`src/rtl/ultrasonic_scheduler.sv`:
```
`default_nettype none
// ============================================================================
//  Module   : ultrasonic_scheduler
//  Purpose  : Round-robin scheduler sharing one trigger/echo timing engine
//             between N_SENS ultrasonic rangers. Fires one sensor at a time,
//             times its echo pulse, posts the result, then waits a guard
//             interval to keep acoustic crosstalk out of the next shot.
//  Revision : 1.0  initial release
// ============================================================================
module ultrasonic_scheduler #(
    parameter int N_SENS       = 4,
    parameter int ID_W         = 2,
    parameter int CNT_W        = 21,
    parameter int TRIG_CYCLES  = 500,
    parameter int ECHO_TIMEOUT = 1_900_000,
    parameter int GUARD_CYCLES = 500_000
) (
    input  logic              clk,
    input  logic              rst_n,
    input  logic              enable,
    input  logic [N_SENS-1:0] sensor_mask,
    input  logic [N_SENS-1:0] echo,
    output logic [N_SENS-1:0] trigger,
    output logic              busy,
    output logic              meas_valid,
    output logic [ID_W-1:0]   meas_id,
    output logic [CNT_W-1:0]  meas_cnt,
    output logic              meas_timeout
);

    // Terminal counts for the shared counter; TRIG and GUARD count from 0,
    // so their last value is one below the cycle count.
    localparam logic [CNT_W-1:0] C_TRIG_LAST    = CNT_W'(TRIG_CYCLES - 1);
    localparam logic [CNT_W-1:0] C_ECHO_TIMEOUT = CNT_W'(ECHO_TIMEOUT);
    localparam logic [CNT_W-1:0] C_GUARD_LAST   = CNT_W'(GUARD_CYCLES - 1);
    localparam logic [CNT_W-1:0] C_ONE          = CNT_W'(1);

    typedef enum logic [2:0] {
        ST_IDLE      = 3'd0,
        ST_SELECT    = 3'd1,
        ST_TRIG      = 3'd2,
        ST_WAIT_RISE = 3'd3,
        ST_MEASURE   = 3'd4,
        ST_GUARD     = 3'd5
    } state_t;

    state_t             state;
    logic [ID_W-1:0]    sel;
    logic [ID_W-1:0]    last_served;
    logic [CNT_W-1:0]   cnt;
    logic [N_SENS-1:0]  echo_meta;
    logic [N_SENS-1:0]  echo_sync;
    logic               echo_s;
    logic               pick_found;
    logic [ID_W-1:0]    pick_id;
    logic [N_SENS-1:0]  pick_onehot;

    // Two-flop synchroniser on every raw echo pin.
    always_ff @(posedge clk or negedge rst_n) begin
        if (!rst_n) begin
            echo_meta <= '0;
            echo_sync <= '0;
        end else begin
            echo_meta <= echo;
            echo_sync <= echo_meta;
        end
    end

    assign echo_s = echo_sync[sel];

    // Round-robin pick: first masked-in sensor after last_served, wrapping.
    // Scanning from the farthest candidate down lets the nearest one win.
    always_comb begin
        pick_found = 1'b0;
        pick_id    = '0;
        for (int i = N_SENS; i >= 1; i--) begin
            int              cand;
            logic [ID_W-1:0] cand_id;
            cand = int'(last_served) + i;
            if (cand >= N_SENS) begin
                cand = cand - N_SENS;
            end
            cand_id = ID_W'(cand);
            if (sensor_mask[cand_id]) begin
                pick_found = 1'b1;
                pick_id    = cand_id;
            end
        end
    end

    // One-hot trigger pattern for the picked sensor.
    always_comb begin
        pick_onehot          = '0;
        pick_onehot[pick_id] = 1'b1;
    end

    // Scheduler FSM with registered trigger, busy and measurement outputs.
    always_ff @(posedge clk or negedge rst_n) begin
        if (!rst_n) begin
            state        <= ST_IDLE;
            sel          <= '0;
            last_served  <= ID_W'(N_SENS - 1);
            cnt          <= '0;
            trigger      <= '0;
            busy         <= 1'b0;
            meas_valid   <= 1'b0;
            meas_id      <= '0;
            meas_cnt     <= '0;
            meas_timeout <= 1'b0;
        end else begin
            meas_valid <= 1'b0;
            if (!enable) begin
                // Abort: last_served untouched so the same sensor re-fires.
                state   <= ST_IDLE;
                trigger <= '0;
                busy    <= 1'b0;
                cnt     <= '0;
            end else begin
                case (state)
                    ST_IDLE: begin
                        state <= ST_SELECT;
                        busy  <= 1'b1;
                    end
                    ST_SELECT: begin
                        if (pick_found) begin
                            sel     <= pick_id;
                            trigger <= pick_onehot;
                            cnt     <= '0;
                            state   <= ST_TRIG;
                        end
                    end
                    ST_TRIG: begin
                        if (cnt >= C_TRIG_LAST) begin
                            trigger <= '0;
                            cnt     <= '0;
                            state   <= ST_WAIT_RISE;
                        end else begin
                            cnt <= cnt + C_ONE;
                        end
                    end
                    ST_WAIT_RISE: begin
                        if (echo_s) begin
                            cnt   <= C_ONE;
                            state <= ST_MEASURE;
                        end else if (cnt >= C_ECHO_TIMEOUT) begin
                            meas_valid   <= 1'b1;
                            meas_id      <= sel;
                            meas_cnt     <= '0;
                            meas_timeout <= 1'b1;
                            cnt          <= '0;
                            state        <= ST_GUARD;
                        end else begin
                            cnt <= cnt + C_ONE;
                        end
                    end
                    ST_MEASURE: begin
                        if (!echo_s) begin
                            meas_valid   <= 1'b1;
                            meas_id      <= sel;
                            meas_cnt     <= cnt;
                            meas_timeout <= 1'b0;
                            cnt          <= '0;
                            state        <= ST_GUARD;
                        end else if (cnt >= C_ECHO_TIMEOUT) begin
                            meas_valid   <= 1'b1;
                            meas_id      <= sel;
                            meas_cnt     <= C_ECHO_TIMEOUT;
                            meas_timeout <= 1'b1;
                            cnt          <= '0;
                            state        <= ST_GUARD;
                        end else begin
                            cnt <= cnt + C_ONE;
                        end
                    end
                    ST_GUARD: begin
                        // Guard is stretched while a stuck echo is still high.
                        if (cnt < C_GUARD_LAST) begin
                            cnt <= cnt + C_ONE;
                        end else if (!echo_s) begin
                            last_served <= sel;
                            state       <= ST_SELECT;
                        end
                    end
                    default: begin
                        state   <= ST_IDLE;
                        trigger <= '0;
                        busy    <= 1'b0;
                    end
                endcase
            end
        end
    end

endmodule
`default_nettype wire

```
`config.mk`:
```
export PLATFORM = sky130hd
export DESIGN_NAME = ultrasonic_scheduler
export DESIGN_NICKNAME = d
export VERILOG_FILES = /design/src/rtl/ultrasonic_scheduler.sv
export SDC_FILE = /design/constraint.sdc
export NUM_CORES = 1
export LEC_CHECK = 0
export CAP_MARGIN = 20
export CORE_AREA = 2 2 87 89
export DETAILED_ROUTE_END_ITERATION = 8
export DIE_AREA = 0 0 89 91
export PLACE_DENSITY_LB_ADDON = 0.12
export SLEW_MARGIN = 10
export SYNTH_ARGS = -nofsm -noshare
export SYNTH_HDL_FRONTEND = slang
export SYNTH_SLANG_ARGS = --single-unit
```
`constraint.sdc`:
```
create_clock -name clk -period 2.6 [get_ports clk]
set_clock_uncertainty 0.05 [all_clocks]
set_input_delay 0.52 -clock clk [delete_from_list [all_inputs] [get_ports clk]]
set_output_delay 0.52 -clock clk [all_outputs]
set_load 0.01 [all_outputs]
```
==> impl_metrics.py, run 1 <==
metrics = {
    "routing": {
        "ant_nets": 0,
        "vias": 3013,
        "wl_um": 8570,
        "viasPerCell": 5.46,
        "dr.pass1.iters": 4,
        "wl_per_cell_um": 15.5,
        "drc": 0,
        "drtIter0Drc": 243,
    },
    "yosys": {
        "synth-main-ff-cell": "dfrtp_1",
        "postSynthCellCount": 377,
        "yosys_warnings": 0,
        "syn-num-nets": 390,
        "ys_seq_area_share_pct": 47.1,
        "syn-mean-instance-area_um2": 9.31,
        "synth-edff-count": 0,
        "ys_ff_latch": 66,
        "async_reset_ff_share_pct": 100,
        "ys_types": 49,
        "synth_area_um2": 3510,
    },
    "timing": {
        "slew_headroom_pct": 58.4,
        "fmax_ghz": 0.392,
        "finalSetupViolations": 0,
        "tightest_slew_ns": 0.617,
        "drv_slew": 0,
        "period_needed_ns": 2.55,
        "period_share_pct": 98.1,
        "final_hold_viol_count": 0,
        "rsz0062_at_grt": "true",
    },
    "setup_path": {
        "reg2reg_from": "sel[0]",
        "worst-setup-path-type": "reg2reg",
        "required_ns": 2.78,
        "slowest_stage": "mux4_2",
        "crit_family": "compound AO/OA/AOI/OAI gates",
        "r2r_slack_ns": 0.05,
        "max_stage_delay_ns": 0.56,
        "cp_num_buf_inv": 2,
        "crit_start": "sel[0]",
        "cp.arrival_ns": 2.73,
        "crit_chain": "mux4_2 -> and2_4 -> a222oi_1 -> buf_4 -> a21oi_4 -> clkbuf_16 -> a21o_1 -> a22o_1",
        "worstReg2RegEnd": "cnt[3]",
        "worstRegToRegCells": 8,
        "startpoint_type": "register",
        "crit_path_end_kind": "register",
        "crit_fanout": 7,
    },
    "pwr": {
        "power.density_nw_per_um2": 699,
        "ir_drop_uv": 299,
        "p_leak_uw": 0.00220,
    },
    "cells_and_area": {
        "drive_gt1_share_pct": 17.4,
        "fin_area_um2": 4510,
        "diodes": 0,
        "area_growth_pct": 28.6,
        "num-nets-final": 461,
        "utilization_pct": 63.2,
        "final-instance-count-excl-fill": 552,
    },
    "global_routing": {
        "grt_pass1_vias": 2893,
        "grt_max_degree": 42,
        "grt_antenna_before_repair": 0,
        "grt.overflow.total": 0,
        "track_usage_pct": 23.1,
        "grt_pass1_wl_um": 14600,
    },
    "floorplan": {
        "die_h_um": 91,
        "io_pins": 41,
        "rows": 31,
        "core_area_um2": 7140,
        "die_w_um": 89,
        "die_area_um2": 8100,
        "initial_utilization_pct": 49.2,
    },
    "cts": {
        "clkTransAtPathRegs_ns": 0.07,
        "cts_sinks": 66,
        "cts_made_buffers": 9,
        "cts_max_level": 3,
        "tritoncts": "done",
        "cts_root_buf": "clkbuf_8",
        "clk_path_buf_depth": 2,
        "clock_latency_ns": 0.34,
    },
    "placed_design": {
        "io_buffers": 40,
        "dp_cells": 533,
        "place_congestion": 0.839,
        "hpwl_um": 6260,
        "post_dp_cell_area_um2": 4240,
    },
    "flow_run": {
        "cap_viol_max_count": 0,
    },
    "run_status": {
        "status": "finished, final reports clean",
    },
    "min_path": {
        "hp-class": "in2async",
    },
}
flip-flops by register name (all words and copies together), names as in the netlist:
name	flops
busy	1
cnt	21
echo_meta	4
echo_sync	4
last_served	2
meas_cnt	21
meas_id	2
meas_timeout	1
meas_valid	1
sel	2
state	3
trigger	4
logic make-up after synthesis:
kind of cell	synth area share (%)
mux	8.84
flops	47.1
fa+ha+maj	0.713
simple gates	16.3
compound gates	20.3
buf+inv	6.70
synth_stat cells (all sizes together), types with 3 or more instances:
cell    instances  area (µm²)
nor4            5        31.3
a22oi           4        30.0
o41ai           3        26.3
nand4           6        37.5
inv            39         146
buf             3        21.3
o21ai          36         180
o21a            4        30.0
a21o           11        82.6
o22ai           5        31.3
and4            5        43.8
nand2b          4        25.0
and2            4        25.0
or4             3        22.5
nand2          28         105
clkbuf         18        67.6
a22o           11        96.3
mux2i          22         220
nor2b           5        31.3
nand3          10        50.1
nor2           30         113
mux2            6        67.6
dfrtp          64        1600
a21oi          13        76.3
a211oi          5        37.5
o31ai           3        22.5
worst register-to-register path, stage by stage (launching register included):
cell       delay (ns)
dfrtp_1          0.40
mux4_2           0.56
and2_4           0.16
a222oi_1         0.39
buf_4            0.21
a21oi_4          0.09
clkbuf_16        0.21
a21o_1           0.15
a22o_1           0.22
repair_timing:
item                       4_1_cts  5_1_grt
resized for setup                2        7
cloned                           0        1
buffers inserted                 1        1
pin swaps                        1        6
setup endpoints to repair       10       14
hold buffers                     0        0
cells in the final DEF, fill, tap and decap left out, types with 6 or more instances in the layout:
cell type        count
a21o_1              11
a21oi_1             12
a22o_1              11
buf_4               38
clkbuf_8             9
clkdlybuf4s50_1     39
dfrtp_1             64
inv_1               39
mux2_2               6
mux2i_1             22
nand2_1             28
nand3_1             10
nand4_1              6
nor2_1              30
o21ai_0             34
stage by stage:
stage / setup TNS (ns) / setup slack, ns / power, µW / hold WS, ns
2_1_floorplan: 0 / 0.000592 / 1830 / 0.174
3_3_place_gp: -0.0109 / -0.0109 / 2280 / 0.283
3_5_place_dp: -0.0167 / -0.0121 / 2300 / 0.285
4_1_cts: 0 / 0.0339 / 3170 / 0.146
5_1_grt: -0.662 / -0.0853 / 3370 / 0.164
6_report: 0 / 0.0500 / 3160 / 0.139
report_power, final:
part | total [µW] | internal (µW) | switching [µW]
logic | 1030 | 528 | 498
clock network | 849 | 439 | 410
registers | 1280 | 1180 | 96.7
cell type report:
type	count	area [µm²]
clock buffer	9	124
clock inverter	7	70.1
fill	636	2620
inverter	39	146
multi-input combinational	251	1650
sequential	66	1650
tap	99	124
timing repair buffer	81	741
how the worst max path moves through the flow:
stage                    to  slack, ns  cells past startpoint
floorplan           cnt[16]     0.0006                      7
global placement    cnt[10]      -0.01                      7
detailed placement   cnt[5]      -0.01                      8
CTS                  cnt[5]       0.03                      8
global route        cnt[18]      -0.09                      8
finish               cnt[3]       0.05                      8
layer usage:
| layer | up-vias | GRT usage [%] | part of all wire, % | routed length [µm] |
|---|---|---|---|---|
| li1 | 1493 | - | - | - |
| met1 | 1433 | 35.0 | 49 | 4160 |
| met2 | 81 | 33.3 | 45 | 3890 |
| met3 | 6 | 5.73 | 5.1 | 437 |
| met4 | 0 | 5.22 | 0.90 | 77 |
| met5 | - | 0 | 0 | 0 |
(Power assumes the default switching activity.)
==> inputs of run 2 (changes only) <==
--- a/config.mk
+++ b/config.mk
@@ -6,9 +6,9 @@
 export NUM_CORES = 1
 export LEC_CHECK = 0
 export CAP_MARGIN = 20
-export CORE_AREA = 2 2 87 89
+export CORE_AREA = 2 2 86 88
 export DETAILED_ROUTE_END_ITERATION = 8
-export DIE_AREA = 0 0 89 91
+export DIE_AREA = 0 0 88 90
 export PLACE_DENSITY_LB_ADDON = 0.12
 export SLEW_MARGIN = 10
 export SYNTH_ARGS = -nofsm -noshare
==> run 2 against run 1 <==
Worst hold slack improved by 0.017 ns. Combinational power is essentially flat. Total power up 3.3%. Flip-flop and latch count stayed put. Sequential power about the same. Register-to-register slack improved by 0.04 ns. Worst setup slack improved by 0.044 ns. Utilization up 0.87 points. Largest power group unchanged. Critical path depth is 1 higher.
==> impl_metrics.py, run 2 (synthesized netlist as in run 1, its figures left out) <==
metrics = {
    "timing": {
        "holdWs_ns": 0.156,
        "period_share_pct": 96.4,
        "period_needed_ns": 2.51,
        "slew_headroom_pct": 56.9,
        "final_hold_viol_count": 0,
        "tightest_slew_ns": 0.646,
        "drv_slew": 0,
        "fmax_ghz": 0.399,
        "finalSetupViolations": 0,
    },
    "global_routing": {
        "track_usage_pct": 22.4,
        "grt_pass1_vias": 2831,
        "grt_pass1_wl_um": 13800,
        "grt.overflow.total": 0,
        "grt_max_degree": 40,
        "grt_antenna_before_repair": 0,
    },
    "routing": {
        "wl_um": 8480,
        "drc": 0,
        "viasPerCell": 5.48,
        "ant_nets": 0,
        "drtIter0Drc": 164,
        "dr.pass1.iters": 4,
        "wl_per_cell_um": 15.4,
        "vias": 3020,
    },
    "cts": {
        "cts_max_level": 3,
        "holdBufCountCts": 0,
        "cts_sinks": 66,
        "tritoncts": "done",
        "clk_path_buf_depth": 2,
        "clkTransAtPathRegs_ns": 0.08,
        "clock_latency_ns": 0.34,
        "cts_made_buffers": 9,
        "cts_root_buf": "clkbuf_8",
    },
    "cells_and_area": {
        "filler_cell_count": 586,
        "diodes": 0,
        "utilization_pct": 64.1,
        "top_regs": "cnt (21), meas_cnt (21)",
        "ff_latch_area_um2": 1650,
        "num-nets-final": 460,
        "final_common_cell": "dfrtp_1",
        "area_growth_pct": 28.3,
        "multi_input_area_um2": 1640,
        "drive_gt1_share_pct": 16.6,
        "final_cell_mix": "64 x dfrtp_1, 39 x inv_1, 39 x clkdlybuf4s50_1, 38 x buf_4, 35 x o21ai_0",
    },
    "setup_path": {
        "worst-setup-path-type": "reg2reg",
        "required_ns": 2.78,
        "cp.arrival_ns": 2.69,
        "crit_fanout": 14,
        "crit_path_end_kind": "register",
        "reg2reg_from": "cnt[1]",
        "worstReg2RegEnd": "cnt[5]",
        "crit_start": "cnt[1]",
        "startpoint_type": "register",
        "worstRegToRegCells": 9,
        "r2r_slack_ns": 0.09,
    },
    "floorplan": {
        "initial_utilization_pct": 50.0,
        "rows": 31,
        "die_area_um2": 7920,
        "core_area_um2": 7020,
        "die_h_um": 90,
        "die_w_um": 88,
        "io_pins": 41,
    },
    "pwr": {
        "p_int_uw": 2250,
        "clockPowerShare_pct": 28.9,
        "p_leak_uw": 0.00219,
        "fin_total_pwr_uw": 3260,
        "seqPwrFrac_pct": 39.3,
        "swShare_pct": 31.0,
        "power.density_nw_per_um2": 724,
        "ir_drop_uv": 344,
        "pwr-share-comb_pct": 31.8,
        "power_switching_uw": 1010,
    },
    "placed_design": {
        "io_buffers": 40,
        "place_congestion": 0.925,
        "hpwl_um": 6210,
    },
    "flow_run": {
        "cap_viol_max_count": 0,
    },
    "run_status": {
        "status": "finished, final reports clean",
    },
    "min_path": {
        "hp-class": "in2async",
    },
}
-- run 2: cell types whose count changed in the layout (fill, tap and decap cells not counted), sizes merged --
cell      change
bufinv        +1
clkbuf        -1
clkinv        +1
clkinvlp      -2
-- run 2: how the worst max path moves through the flow --
stage,endpoint,slack (ns),cells past startpoint
after floorplan,cnt[16],0.0006,7
final,cnt[5],0.09,9
after detailed placement,cnt[7],0.05,7
after global routing,cnt[7],-0.02,8
after CTS,cnt[7],0.02,7
after global placement,cnt[15],0.006,7
-- run 2: final cells by class --
class | instances | share of cell area (%)
Inverter | 39 | 3.25
Clock inverter | 7 | 2.09
Multi-Input combinational cell | 251 | 36.4
Sequential cell | 66 | 36.8
Tap cell | 99 | 2.75
Timing Repair Buffer | 80 | 16.0
Clock buffer | 9 | 2.75
-- run 2: critical path: stages (launching register included) --
cell and delay [ns]:
dfrtp_1 0.45, ha_1 0.28, nor2b_1 0.15, o211ai_1 0.15, a222oi_1 0.43, buf_4 0.20, a21oi_4 0.06, buf_4 0.21
a21o_1 0.19, a22o_1 0.21
-- run 2: routing by layer --
layer	vias up	track usage (%)	share of wire, %
li1	1483	-	-
met1	1443	33.6	48
met2	80	32.4	45
met3	14	3.49	4.7
met4	0	8.97	2.0
met5	-	0	0
-- run 2: what timing repair did --
action | CTS | global route
setup buffers | 0 | 1
setup endpoints to repair | 0 | 17
resized for setup | 0 | 3
-- run 2: stage by stage --
step	setup WS, ns	instance area, µm²	std cells	setup TNS [ns]
3_3_place_gp	0.00587	4260	534	0
4_1_cts	0.0164	4480	550	0
6_report	0.0943	4500	551	0
5_1_grt	-0.0205	4500	551	-0.0342
2_1_floorplan	0.000592	3510	377	0
3_5_place_dp	0.0450	4260	534	0
-- run 2: power groups by stage --
stage / combinational, µW / sequential, µW / clock, µW
finish: 1040 / 1280 / 941
detailed placement: 1020 / 1300 / 0
global placement: 1000 / 1290 / 0
floorplan: 472 / 1350 / 0
CTS: 1030 / 1280 / 960
global route: 1140 / 1300 / 1010
==> inputs of run 3 (changes only) <==
--- a/config.mk
+++ b/config.mk
@@ -14,3 +14,4 @@
 export SYNTH_ARGS = -nofsm -noshare
 export SYNTH_HDL_FRONTEND = slang
 export SYNTH_SLANG_ARGS = --single-unit
+export TNS_END_PERCENT = 10
==> results of run 3 <==
Same layout as run 2: the final DEF is identical, and so are final timing and power.
